## config.mk

```make
export PLATFORM = sky130hd
export DESIGN_NAME = lock_cmd_sequencer
export DESIGN_NICKNAME = d
export VERILOG_FILES = /design/src/rtl/lock_cmd_sequencer.sv
export SDC_FILE = /design/constraint.sdc
export NUM_CORES = 1
export LEC_CHECK = 0
export ABC_AREA = 1
export CORE_UTILIZATION = 65
export CTS_CLUSTER_DIAMETER = 40
export DETAILED_ROUTE_END_ITERATION = 10
export PLACE_DENSITY = 0.9
export SLEW_MARGIN = 20
export SYNTH_ARGS = -nofsm -noshare
export SYNTH_HDL_FRONTEND = slang
export SYNTH_SLANG_ARGS = --single-unit
```

## constraint.sdc

```tcl
create_clock -name clk -period 2.7 [get_ports clk]
set_input_delay 0.54 -clock clk [delete_from_list [all_inputs] [get_ports clk]]
set_output_delay 0.54 -clock clk [all_outputs]
set_load 0.03 [all_outputs]
```

## src/rtl/lock_cmd_sequencer.sv

```systemverilog
// Initiator for the smart-lock remote interface: issues lock/unlock pulses, confirms them
// against lock_state feedback, retries on timeout and issues an automatic re-lock.
module lock_cmd_sequencer #(
    parameter int PULSE_CYCLES     = 4,
    parameter int TIMEOUT_CYCLES   = 16,
    parameter int MAX_RETRIES      = 2,
    parameter int AUTO_LOCK_CYCLES = 1000,
    parameter int CNT_W            = 16
) (
    input  logic       clk,
    input  logic       rst_n,
    input  logic       req_valid,
    input  logic       req_op,
    output logic       req_ready,
    input  logic       auto_lock_en,
    input  logic       lock_state,
    output logic       remote_unlock,
    output logic       remote_lock,
    output logic       busy,
    output logic       done,
    output logic       error,
    output logic       cmd_auto,
    output logic [2:0] attempts
);

    typedef enum logic [1:0] {IDLE, PULSE, WAIT} state_t;

    localparam logic [CNT_W-1:0] PULSE_LAST = CNT_W'(PULSE_CYCLES);
    localparam logic [CNT_W-1:0] WAIT_LAST  = CNT_W'(TIMEOUT_CYCLES);
    localparam logic [CNT_W-1:0] AUTO_LAST  =
        CNT_W'((AUTO_LOCK_CYCLES > 0) ? AUTO_LOCK_CYCLES - 1 : 0);
    localparam logic [3:0]       RETRY_LIMIT = 4'(MAX_RETRIES);
    localparam bit               AUTO_ON     = (AUTO_LOCK_CYCLES != 0);

    state_t            state, state_n;
    logic              target, target_n;
    logic              cmd_auto_n;
    logic [3:0]        attempt_cnt, attempt_cnt_n;
    logic [CNT_W-1:0]  pulse_cnt, pulse_cnt_n;
    logic [CNT_W-1:0]  wait_cnt, wait_cnt_n;
    logic [CNT_W-1:0]  auto_cnt, auto_cnt_n;
    logic              done_n, error_n;
    logic              auto_cond, auto_fire, ext_accept, accept_tgt;

    // The auto-lock fires in the last qualifying idle cycle, so it is an accept of its own
    // and masks req_ready in that cycle.
    assign auto_cond  = AUTO_ON && (state == IDLE) && auto_lock_en && lock_state;
    assign auto_fire  = auto_cond && (auto_cnt == AUTO_LAST);
    assign req_ready  = (state == IDLE) && !auto_fire;
    assign ext_accept = req_valid && req_ready;
    assign accept_tgt = ext_accept ? req_op : 1'b0;
    assign busy       = (state != IDLE);
    assign attempts   = attempt_cnt[3] ? 3'd7 : attempt_cnt[2:0];

    always_comb begin
        state_n       = state;
        target_n      = target;
        cmd_auto_n    = cmd_auto;
        attempt_cnt_n = attempt_cnt;
        pulse_cnt_n   = pulse_cnt;
        wait_cnt_n    = wait_cnt;
        auto_cnt_n    = '0;
        done_n        = 1'b0;
        error_n       = 1'b0;
        case (state)
            IDLE: begin
                if (ext_accept || auto_fire) begin
                    target_n      = accept_tgt;
                    cmd_auto_n    = auto_fire;
                    attempt_cnt_n = 4'd0;
                    if (lock_state == accept_tgt) begin
                        done_n = 1'b1;
                    end else begin
                        state_n       = PULSE;
                        attempt_cnt_n = 4'd1;
                        pulse_cnt_n   = CNT_W'(1);
                    end
                end else if (auto_cond) begin
                    auto_cnt_n = auto_cnt + CNT_W'(1);
                end
            end
            PULSE: begin
                if (pulse_cnt == PULSE_LAST) begin
                    state_n    = WAIT;
                    wait_cnt_n = CNT_W'(1);
                end else begin
                    pulse_cnt_n = pulse_cnt + CNT_W'(1);
                end
            end
            WAIT: begin
                // A match on the timeout cycle itself still counts as success.
                if (lock_state == target) begin
                    done_n  = 1'b1;
                    state_n = IDLE;
                end else if (wait_cnt == WAIT_LAST) begin
                    if (attempt_cnt <= RETRY_LIMIT) begin
                        state_n       = PULSE;
                        attempt_cnt_n = attempt_cnt + 4'd1;
                        pulse_cnt_n   = CNT_W'(1);
                    end else begin
                        error_n = 1'b1;
                        state_n = IDLE;
                    end
                end else begin
                    wait_cnt_n = wait_cnt + CNT_W'(1);
                end
            end
            default: state_n = IDLE;
        endcase
    end

    always_ff @(posedge clk or negedge rst_n) begin
        if (!rst_n) begin
            state         <= IDLE;
            target        <= 1'b0;
            cmd_auto      <= 1'b0;
            attempt_cnt   <= 4'd0;
            pulse_cnt     <= '0;
            wait_cnt      <= '0;
            auto_cnt      <= '0;
            done          <= 1'b0;
            error         <= 1'b0;
            remote_unlock <= 1'b0;
            remote_lock   <= 1'b0;
        end else begin
            state         <= state_n;
            target        <= target_n;
            cmd_auto      <= cmd_auto_n;
            attempt_cnt   <= attempt_cnt_n;
            pulse_cnt     <= pulse_cnt_n;
            wait_cnt      <= wait_cnt_n;
            auto_cnt      <= auto_cnt_n;
            done          <= done_n;
            error         <= error_n;
            remote_unlock <= (state_n == PULSE) && target_n;
            remote_lock   <= (state_n == PULSE) && !target_n;
        end
    end

endmodule

```

Yosys cells after proc, flatten, opt, wreduce, memory -nomap -nowiden:

Index checks and enable logic that the tools add are counted.
Widths: inputs -> output; s select.

* add/subtract/negate cells: 4
* multipliers: 0
* divide/modulo/power cells: 0
* magnitude comparators: 1
* equality and inequality tests: 16
* shift operators: 0
* multiplexer cells: 39
* bitwise operators: 0
* reduce and logical (&&, ||, !) cells: 19

Operator list (count)
* $mux 16: 12
* $add 16x1->16 const B: 3
* $pmux 16 s3: 1
* $pmux 16 s2: 1
* $eq 16x10->1 const B: 1
* $eq 16x3->1 const B: 1
* $eq 16x5->1 const B: 1
* $mux 4: 4
* $ne 2x2->1 const B: 7
* $mux 1: 12
* $mux 2: 5
* $pmux 4 s2: 1
* $logic_and 1x1->1: 7
* $reduce_and 7->1: 1
* $pmux 2 s3: 1
* $reduce_bool 2->1: 3
* $reduce_and 5->1: 1
* $add 4x1->4 const B: 1
* $eq 2x1->1 const B: 2
* $le 4x2->1 const B: 1
* $reduce_and 4->1: 1
* $mux 3: 1
* $reduce_bool 3->1: 1
* $eq 1x1->1: 2
* other kinds (7): 8

* register bits: 60
* bits in latches: 0
* RAM bits: 0
* bits in read-only memories: 0
* input port bits: 6
* output and inout port bits: 10
* memories: 0

Depth between registers and ports, before layout:

Gate-level depths: netlist of the first run.

* depth in word-level cells: 14
* gate-level depth with buffers: 12

Least setup slack after synthesis of the first run:

Ideal clock, no wire load.

* path type: reg2out
* start: register state[1]
* end: output port req_ready
* arrival: 1.406 ns
* required time: 2.160 ns
* path slack: 0.754 ns
* stages on the path, launching flop included: 4
* cells stage by stage: dfrtp_1 > nor2_4 > inv_1 > a31oi_1

* longest elaborated chain between the ends: 6

RTL lines
* start, declared: RTL line 35 `state_t state, state_n;`
* start signal, assigned: RTL line 126 `state <= state_n;`
* $logic_not 2->1 (*): RTL line 47, 49
* $logic_and 1x1->1 (2 in a row): RTL line 47 `assign auto_cond = AUTO_ON && (state == IDLE) && auto_lock_en && lock_state;`
* $logic_and 1x1->1: RTL line 48 `assign auto_fire = auto_cond && (auto_cnt == AUTO_LAST);`
* $logic_not 1->1: RTL line 49 `assign req_ready = (state == IDLE) && !auto_fire;`
* $logic_and 1x1->1 (*): RTL line 49
* end, declared: RTL line 14 `output logic req_ready,`

Every way passes the cells marked *; elsewhere a longest branch is shown, timed or not.

Worst setup path in the final report of the first run:

* start: register attempt_cnt[0]
* end: register remote_unlock

* longest elaborated chain between the ends: 7

RTL lines
* start, declared: RTL line 38 `logic [3:0] attempt_cnt, attempt_cnt_n;`
* start signal, assigned: RTL line 129 `attempt_cnt <= attempt_cnt_n;`
* $le 4x2->1: RTL line 96 `if (attempt_cnt <= RETRY_LIMIT) begin`
* $mux 1: RTL line 96
* $mux 2: RTL line 95 `end else if (wait_cnt == WAIT_LAST) begin`
* $mux 2: RTL line 92 `if (lock_state == target) begin`
* $pmux 2 s3: RTL line 65 `case (state)`
* named net state_n[0]: RTL line 35
* $eq 2x1->1: RTL line 135 `remote_unlock <= (state_n == PULSE) && target_n;`
* $logic_and 1x1->1: RTL line 135
* end signal, assigned: RTL line 135
* end, declared: RTL line 17 `output logic remote_unlock,`

The timed path passes the listed nets, and every way through them passes these cells.
A chain may end at the register's enable or synchronous reset.

==> results of run 1 <==
## per-layer routing
metal	wire length, microns	vias to the layer above	share of wire [%]	track usage (%)
met5	0	-	0	0
met4	135	0	1.7	11.9
met1	3590	1477	45	38.1
met3	349	14	4.4	4.17
met2	3820	108	48	47.1
li1	-	1618	-	-
## area by class of cell
class | count | area share (%)
clock buffers | 10 | 3.15
clock inverters | 5 | 1.33
inverters | 62 | 5.74
multi-input cells | 355 | 45.9
flip-flops and latches | 60 | 37.0
well taps | 70 | 2.16
repair buffers | 20 | 4.75
## power groups by stage
stage          combinational, uW  clock, uW  sequential (uW)
6_report                     989        773             1200
5_1_grt                     1100        817             1210
4_1_cts                      993        774             1190
3_5_place_dp                 981          0             1200
3_3_place_gp                 947          0             1200
2_1_floorplan                709          0             1190
## cell usage after synthesis, drive strengths merged
master	n	area share (%)
inv	62	6.4
dfrtp	60	41
or2	3	0.51
nor3b	7	1.4
xor2	14	3.3
clkbuf	1	0.10
o311ai	1	0.24
o21bai	3	0.62
o21ai	18	2.8
nor4	3	0.51
nor2	70	7.7
a21oi	8	1.4
and2	1	0.17
nand3	68	11
nand4	16	2.9
buf	8	1.7
xnor2	2	0.48
nor3	14	2.1
a31oi	2	0.34
a31o	1	0.24
ha	7	2.4
nand2	117	12
## sequential cells by signal, summed over array words and instances, names as in the netlist
register and count:
error 1, done 1, wait_cnt 16, cmd_auto 1, target 1, auto_cnt 16, remote_unlock 1, state 2
attempt_cnt 4, remote_lock 1, pulse_cnt 16
## worst min path at each step
stage,to,cells past startpoint,startpoint,slack (ns)
6_report,wait_cnt[15],1,rst_n,0.23
5_1_grt,wait_cnt[14],1,rst_n,0.28
4_1_cts,wait_cnt[15],1,rst_n,0.24
3_5_place_dp,auto_cnt[0],1,auto_cnt[0],0.47
3_3_place_gp,cmd_auto,2,cmd_auto,0.46
2_1_floorplan,attempt_cnt[0],0,rst_n,0.24
## cells by family (layout without fill, tap and decap cells)
group                      after synthesis  after routing
DFF                                     60             60
AOI/OAI and AO/OA                       33             33
xor gates and xnor gates                16             16
buffers and inverters                   71             97
and+or+nand+nor                        299            299
adders and majority gates                7              7
## worst max-delay path, delay by kind of cell, from the launching register on
kind / cells / cell delay [ns]
AO/OA/AOI/OAI: 1 / 0.31
adder cells (fa/ha/maj): 1 / 0.19
AND/OR/NAND/NOR: 4 / 1.35
flip-flops: 1 / 0.40
buffers and inverters: 1 / 0.09
## layout by cell type (no fill, tap or decap), types with 2 or more instances in the layout
| master | Yosys | routed |
|---|---|---|
| or2_2 | 2 | 2 |
| nand2_2 | 3 | 3 |
| inv_1 | 59 | 59 |
| xnor2_1 | 2 | 2 |
| nand3_2 | 11 | 11 |
| ha_1 | 7 | 7 |
| o21bai_1 | 3 | 3 |
| inv_2 | 3 | 3 |
| nor2_2 | 2 | 2 |
| nand2_1 | 114 | 114 |
| buf_4 | 3 | 5 |
| nand3_1 | 55 | 55 |
| nand4_1 | 15 | 15 |
| nor2_1 | 66 | 66 |
| dfrtp_1 | 60 | 60 |
| a21oi_1 | 7 | 7 |
| clkbuf_8 | 0 | 9 |
| nor4_1 | 3 | 3 |
| nand3_4 | 2 | 2 |
| nor2_4 | 2 | 2 |
| nor3b_1 | 7 | 7 |
| o21ai_0 | 17 | 17 |
| clkinv_2 | 0 | 3 |
| clkdlybuf4s50_1 | 0 | 13 |
| a31oi_1 | 2 | 2 |
| nor3_1 | 13 | 13 |
| xor2_1 | 14 | 14 |
## stage by stage
| stage | setup WS, ns | hold slack, ns | total power, uW | std cells |
|---|---|---|---|---|
| after detailed placement | -0.0444 | 0.466 | 2190 | 567 |
| final | 0.249 | 0.232 | 2960 | 582 |
| after floorplan | 0.754 | 0.244 | 1900 | 486 |
| after global placement | 0.0454 | 0.457 | 2150 | 567 |
| after global routing | 0.115 | 0.277 | 3130 | 582 |
| after CTS | 0.275 | 0.242 | 2960 | 582 |
==> metrics.yaml, run 1 <==
final_nets: 521
port_buffers: 15
dp_hpwl_microns: 5670
slowest_stage: "nor2_2"
seqPwrFrac_pct: 40.4
r2r_end: "remote_unlock"
wl_per_cell_microns: 13.6
clk_latency_ns: 0.34
synth_mux_area_share_pct: 0
synthSimpleGateAreaFrac_pct: 39.0
cts_setup_buffers: 0
die_h_microns: 77.1
ctsHoldBuffers: 0
antenna_found_initial: 0
crit_fanout: 18
crit_chain: "inv_1 -> ha_1 -> o21ai_0 -> nor3_1 -> nor2_2 -> nand2_2 -> and2_1"
finalCritPeriodShare_pct: 90.8
path_clk_slew_ns: 0.07
cts.repair.resized: 0
syn_inst: 486
drc_errors: 0
ant_nets: 0
ys_seq_elements: 60
synth-compound-area-share_pct: 5.60
numCtsBuffers: 9
crit_path_end_kind: "flip-flop"
routabilityCongestion: 0.922
grt_pass1_wl_microns: 13500
place_area_sq_mm: 0.00387
drt_iter0_markers: 295
routed_wl_microns: 7890
first_global_vias: 2996
seq_area_sq_mm: 0.00150
hold_viol_final: 0
grt_usage_pct: 28.7
nFillCells: 376
antennaDiodeCount: 0
io_pins: 16
power_density_mw_per_mm2: 729
dr.pass1.iters: 5
grt_max_degree: 34
max_slew_margin_pct: 29.8
finalSetupViolCount: 0
core_sq_mm: 0.00527
rsz0062_at_grt: "false"
cts.htree.levels: 3
synthesis.nets: 499
startpoint: "attempt_cnt[0]"
power_switching_uw: 1180
r2r-start: "attempt_cnt[0]"
synth_fa_ha_area_share_pct: 2.39
pwr-share-comb_pct: 33.4
cp.required_ns: 2.93
syn_area_sq_mm: 0.00366
drive_above_1_share_pct: 9.96
final_cell_area_sq_mm: 0.00406
cts_tree: "done"
reg2reg_depth: 7
syn_area_per_cell_sq_um: 7.53
cts_buffer_depth: 2
status: "finished, final reports clean"
cpPeakStageDelay_ns: 0.83
fin_setup_tns_ns: 0
pwr-share-clk_pct: 26.1
grt.overflow.total: 0
viasPerCell: 5.53
syn_to_final_growth_pct: 10.8
dieWidth_microns: 77.1
tightestPinTransition_ns: 1.05
finalClockSkew_ns: 0.00776
crit_end: "remote_unlock"
path_class: "reg2reg"
max-vdd-ir-drop_uv: 629
multiInputGateArea_sq_mm: 0.00186
sw_frac_of_total_pct: 39.7
holdCritPathClass: "in2async"
synth_xor_xnor_area_share_pct: 3.83
period_needed_ns: 2.45
synth_cell_types: 35
synth_warnings: 0
cp.arrival_ns: 2.68
yosysSeqAreaShare_pct: 41.0
num_vias: 3217
cts-root-buf: "clkbuf_8"
drv_slew: 0
numClockSinks: 60
fin_util_pct: 77.0
start_util_pct: 69.5
core.rowCount: 26
die_area_sq_mm: 0.00594
fmaxAchievable_mhz: 408
maxCapViolCount: 0
p_leak_uw: 0.00188
synth_top_family_by_area: "simple AND/OR/NAND/NOR gates"
startpoint_type: "flip-flop"
p_int_uw: 1780
reg2reg_slack_ns: 0.25
Note: power is estimated with default switching activity, not from simulation.
==> inputs of run 2 (changes only) <==
--- a/config.mk
+++ b/config.mk
@@ -6,6 +6,7 @@
 export NUM_CORES = 1
 export LEC_CHECK = 0
 export ABC_AREA = 1
+export CORE_ASPECT_RATIO = 1.1
 export CORE_UTILIZATION = 65
 export CTS_CLUSTER_DIAMETER = 40
 export DETAILED_ROUTE_END_ITERATION = 10
==> run 2 against run 1 <==
  * Global-route usage up 3.3 points
  * Sequential share of layout area shrank 0.20 points
  * Power up 2.9%
  * Sequential power barely moved
  * Design area up 0.56%
  * Setup slack better by 0.039 ns
  * Die area barely moved
  * Flip-flop and latch count did not move
  * Combinational power rose by 0.4%
  * Register-to-register slack better by 0.04 ns
  * Clock-buffer cell count up 2
  * Critical endpoint unchanged
  * Largest power group unchanged
  * Highest routed layer unchanged
==> metrics.yaml, run 2 (same netlist as run 1, synthesis figures left out) <==
hold_viol_final: 0  # unchanged
max_slew_margin_pct: 31.3  # +1.5 points
finalCritPeriodShare_pct: 89.3  # -1.4 points
p_leak_uw: 0.00188  # about the same
power_density_mw_per_mm2: 747  # +2.4%
routabilityCongestion: 0.908  # -1.6%
drc_errors: 0  # unchanged
status: "finished, final reports clean"
tightestPinTransition_ns: 1.03  # -0.0228 ns
num_vias: 3365  # +4.6%
cts.htree.levels: 3  # unchanged
final_nets: 521  # unchanged
power_switching_uw: 1190  # +0.82%
finalClockSkew_ns: 0.00999  # +0.00223 ns
cts_setup_buffers: 0  # unchanged
cp.arrival_ns: 2.64  # -0.04 ns
io_pins: 16  # unchanged
cts-root-buf: "clkbuf_8"
maxCapViolCount: 0  # unchanged
finalPower_uw: 3050  # +2.9%
path_clk_slew_ns: 0.07  # about the same
period_needed_ns: 2.41  # -0.0390 ns
startpoint: "attempt_cnt[0]"
startpoint_type: "flip-flop"
numClockSinks: 60  # unchanged
r2r-start: "attempt_cnt[0]"
reg2reg_slack_ns: 0.29  # +0.04 ns
drt_iter0_markers: 349  # +18%
finalSetupViolCount: 0  # unchanged
seqPwrFrac_pct: 39.2  # -1.2 points
nFillCells: 420  # +12%
pwr-share-comb_pct: 32.6  # -0.8 points
cts_tree: "done"
die_h_microns: 80.7  # +4.8%
wl_per_cell_microns: 14.2  # +4.6%
place_area_sq_mm: 0.00387  # -0.16%
core.rowCount: 28  # +7.7%
dp_hpwl_microns: 5820  # +2.7%
routed_wl_microns: 8320  # +5.5%
core_sq_mm: 0.00540  # +2.4%
p_int_uw: 1860  # +4.3%
grt_use_met2_pct: 54.2  # +7.2 points
biggestRegsByFlops: "auto_cnt: 16 flops, pulse_cnt: 16 flops, wait_cnt: 16 flops"
viasPerCell: 5.73  # +3.7%
first_global_vias: 3207  # +7.0%
r2r_end: "remote_unlock"
dieWidth_microns: 73.6  # -4.5%
holdCritPathClass: "in2async"
rsz0062_at_grt: "false"
grt_pass1_wl_microns: 14400  # +6.9%
use_met3_pct: 5.65  # +1.5 points
numCtsBuffers: 9  # unchanged
crit_fanout: 18  # unchanged
grt_usage_pct: 32.0  # +3.3 points
die_area_sq_mm: 0.00594  # about the same
final_cell_area_sq_mm: 0.00408  # +0.56%
cp.required_ns: 2.93  # about the same
reg2reg_depth: 7  # unchanged
mostFrequentLayoutCells: "nand2_1, nor2_1, dfrtp_1, inv_1, nand3_1"
cts.repair.resized: 0  # unchanged
pwr-share-clk_pct: 28.2  # +2.1 points
dr.pass1.iters: 7  # +2
grt-busiest-layer: "met2"
ctsHoldBuffers: 0  # unchanged
fmaxAchievable_mhz: 415  # +1.6%
antenna_found_initial: 0  # unchanged
ant_nets: 0  # unchanged
syn_to_final_growth_pct: 11.4
met1_usage_pct: 38.2  # +0.086 points
final_common_cell: "nand2_1"
start_util_pct: 67.9  # -1.6 points
antennaDiodeCount: 0  # unchanged
clk_latency_ns: 0.34  # about the same
max-vdd-ir-drop_uv: 544  # -14%
sw_frac_of_total_pct: 38.9  # -0.81 points
cts_buffer_depth: 2  # unchanged
grt_max_degree: 61  # +79%
grt.overflow.total: 0  # unchanged
port_buffers: 15  # unchanged
path_class: "reg2reg"
crit_path_end_kind: "flip-flop"
fin_setup_tns_ns: 0  # unchanged
drive_above_1_share_pct: 10.2  # +0.20 points
drv_slew: 0  # unchanged
[run 2: cell types whose count changed in the layout (fill, tap and decap cells not counted)]
cell        change
clkbuf_1        -1
buf_4           +1
clkbuf_8        +3
buf_12          -1
clkinv_2        -3
clkinvlp_4      +2
clkinv_4        -1
[run 2: critical path, stage by stage (launching register included)]
cell and delay, ns:
dfrtp_1 0.37, inv_1 0.08, ha_1 0.19, o21ai_0 0.31
nor3_1 0.11, nor2_2 0.81, nand2_2 0.22, and2_1 0.20
[run 2: metrics by stage]
stage	hold slack, ns	worst slack, ns	util, %	instances
4_1_cts	0.380	0.273	75.6	587
3_3_place_gp	0.461	0.0390	71.7	572
6_report	0.350	0.288	75.6	587
5_1_grt	0.439	0.176	75.6	587
3_5_place_dp	0.462	-0.0270	71.7	572
2_1_floorplan	0.244	0.754	-	486
[run 2: metal layers]
layer | wire, microns | vias up
li1 | - | 1618
met2 | 4260 | 145
met1 | 3340 | 1572
met5 | 0 | -
met3 | 471 | 30
met4 | 253 | 0
[run 2: worst max-delay path by stage]
stage               endpoint  slack [ns]  cells after the start
6_report       remote_unlock        0.29                      7
5_1_grt        remote_unlock        0.18                      7
4_1_cts        remote_unlock        0.27                      7
3_5_place_dp   remote_unlock       -0.03                      7
3_3_place_gp   remote_unlock        0.04                      7
2_1_floorplan      req_ready        0.75                      3
[run 2: power groups by stage]
stage,Combinational (uW),Clock [uW],Sequential [uW]
floorplan,709,0,1190
global placement,947,0,1200
detailed placement,980,0,1200
CTS,993,860,1190
global route,1100,912,1210
finish,993,858,1190
[run 2: final cells by class]
type                            count  area (sq um)  share of cell area, %
Clock buffer                       12           165                   4.05
Clock inverter                      3          45.0                   1.10
Inverter                           62           233                   5.71
Multi-Input combinational cell    355          1860                   45.6
Sequential cell                    60          1500                   36.8
Tap cell                           75          93.8                   2.30
Timing Repair Buffer               20           180                   4.42
==> inputs of run 3 (changes only) <==
--- a/config.mk
+++ b/config.mk
@@ -6,6 +6,7 @@
 export NUM_CORES = 1
 export LEC_CHECK = 0
 export ABC_AREA = 1
+export CAP_MARGIN = 20
 export CORE_ASPECT_RATIO = 1.1
 export CORE_UTILIZATION = 65
 export CTS_CLUSTER_DIAMETER = 40
==> constraint.sdc (replaced) <==
create_clock -name clk -period 2.7 [get_ports clk]
set_input_delay 0.405 -clock clk [delete_from_list [all_inputs] [get_ports clk]]
set_output_delay 0.405 -clock clk [all_outputs]
set_load 0.03 [all_outputs]
==> run 3 against run 2 <==
  * Register-to-register slack lost 0.03 ns
  * Critical path type is now reg2out
  * Cell count grew 0.34%
  * Setup slack lost 0.13 ns
  * Clock skew grew 0.0022 ns
  * Die area is the same
  * Non-clock buffer count grew 1
  * Worst hold slack gained 0.14 ns
==> metrics.yaml, run 3 (same netlist as run 1, synthesis figures left out) <==
holdCritPathClass: "reg2reg"
antenna_found_initial: 0  # unchanged
core.rowCount: 28  # unchanged
max-vdd-ir-drop_uv: 483  # -11%
crit_fanout: 3  # -15
r2r-start: "attempt_cnt[0]"
cp.required_ns: 2.30  # -0.63 ns
biggestRegsByFlops: "auto_cnt: 16 flops, pulse_cnt: 16 flops, wait_cnt: 16 flops"
finalCritPeriodShare_pct: 94.0  # +4.7 points
fin_util_pct: 76.2  # +0.56 points
multiInputGateArea_sq_mm: 0.00186  # unchanged
grt.overflow.total: 0  # unchanged
maxCapViolCount: 0  # unchanged
drt_iter0_markers: 357  # +2.3%
num_vias: 3376  # +0.33%
die_area_sq_mm: 0.00594  # unchanged
core_sq_mm: 0.00540  # unchanged
startpoint_type: "flip-flop"
viasPerCell: 5.73  # about the same
finalPower_uw: 3140  # +3.1%
seq_area_sq_mm: 0.00150  # unchanged
finalSetupViolCount: 0  # unchanged
fin_setup_tns_ns: 0  # unchanged
finalClockSkew_ns: 0.0122  # +0.00224 ns
io_pins: 16  # unchanged
drv_slew: 0  # unchanged
crit_path_end_kind: "output port"
power_density_mw_per_mm2: 764  # +2.4%
hold_viol_final: 0  # unchanged
tightestPinTransition_ns: 1.01  # -0.0207 ns
cts.htree.levels: 3  # unchanged
syn_to_final_growth_pct: 12.2
cts_tree: "done"
start_util_pct: 67.9  # unchanged
routed_wl_microns: 8490  # +2.0%
port_buffers: 15  # unchanged
rsz0062_at_grt: "false"
holdWs_ns: 0.492  # +0.142 ns
dp_hpwl_microns: 6000  # +3.1%
grt_usage_pct: 32.8  # +0.84 points
min_path_cells: 1
path_clk_slew_ns: 0.07  # about the same
routabilityCongestion: 0.900  # -0.86%
first_global_vias: 3247  # +1.2%
numClockSinks: 60  # unchanged
cts_buffer_depth: 2  # unchanged
clk_latency_ns: 0.35  # about the same
dieWidth_microns: 73.6  # unchanged
p_leak_uw: 0.00189  # +0.81%
period_needed_ns: 2.54  # +0.127 ns
numCtsBuffers: 9  # unchanged
status: "finished, final reports clean"
reg2reg_slack_ns: 0.26  # -0.03 ns
grt_max_degree: 25  # -59%
mostFrequentLayoutCells: "nand2_1, nor2_1, dfrtp_1, inv_1, nand3_1"
drive_above_1_share_pct: 9.73  # -0.43 points
cts-root-buf: "clkbuf_8"
die_h_microns: 80.7  # unchanged
wl_per_cell_microns: 14.4  # +1.7%
nFillCells: 414  # -1.4%
min_to: "auto_cnt[0]"
hold_start: "auto_cnt[0]"
max_slew_margin_pct: 32.7  # +1.4 points
reg2reg_depth: 7  # unchanged
drc_errors: 0  # unchanged
fmaxAchievable_mhz: 394  # -5.0%
antennaDiodeCount: 0  # unchanged
final_common_cell: "nand2_1"
path_class: "reg2out"
ant_nets: 0  # unchanged
grt_pass1_wl_microns: 14700  # +1.6%
cp.arrival_ns: 2.13  # -0.51 ns
r2r_end: "remote_unlock"
cts_setup_buffers: 0  # unchanged
dr.pass1.iters: 5  # -2
final_nets: 522  # +0.19%
-- run 3: cell types whose count changed in the layout (fill, tap and decap cells not counted) --
cell | previous run | this run
clkdlybuf4s50_1 | 13 | 14
bufinv_16 | 1 | 2
clkbuf_8 | 12 | 11
clkinvlp_4 | 2 | 0
clkbuf_1 | 0 | 2
dlygate4sd3_1 | 0 | 1
buf_4 | 6 | 5
clkinv_4 | 0 | 1
-- run 3: final cells by class --
| class | instances | share of cell area [%] |
|---|---|---|
| clock buffers | 13 | 3.87 |
| clock inverters | 3 | 1.67 |
| inverters | 62 | 5.66 |
| multi-input cells | 355 | 45.3 |
| flip-flops and latches | 60 | 36.5 |
| well taps | 75 | 2.28 |
| repair buffers | 21 | 4.69 |
-- run 3: metal layers --
metal	up-vias	global-route usage, %	share of wire (%)
met5	-	0	0
met4	0	19.4	3.7
met2	136	54.8	51
li1	1617	-	-
met3	39	8.41	5.5
met1	1584	37.7	40
-- run 3: worst max path at each step --
stage	start	end	slack [ns]
global placement	lock_state	remote_unlock	0.18
finish	auto_cnt[0]	req_ready	0.16
detailed placement	lock_state	remote_unlock	0.09
CTS	auto_cnt[0]	req_ready	0.16
global route	auto_cnt[0]	req_ready	0.06
floorplan	state[1]	req_ready	0.89
-- run 3: timing repair --
item	CTS	global route
resized for setup	0	0
hold buffers	1	0
endpoints found under the hold margin	15	0
-- run 3: critical path, stage by stage, from the launching register on --
cell	delay, ns
dfrtp_1	0.41
ha_1	0.25
nand3_1	0.10
nor2_1	0.09
a31oi_1	0.22
clkdlybuf4s50_1	0.72
-- run 3: through the flow --
step / instances / cell area, sq um / setup slack, ns
global placement: 572 / 3870 / 0.180
floorplan: 486 / 3660 / 0.889
finish: 589 / 4110 / 0.161
global route: 589 / 4110 / 0.0555
detailed placement: 572 / 3870 / 0.0886
CTS: 589 / 4110 / 0.164
-- run 3: power breakdown --
group / leakage (uW) / switching, uW / total, uW / internal (uW)
Combinational: 0.000963 / 667 / 997 / 330
Clock: 0.000114 / 377 / 950 / 573
Sequential: 0.000817 / 160 / 1190 / 1030
Total: 0.00189 / 1200 / 3140 / 1940
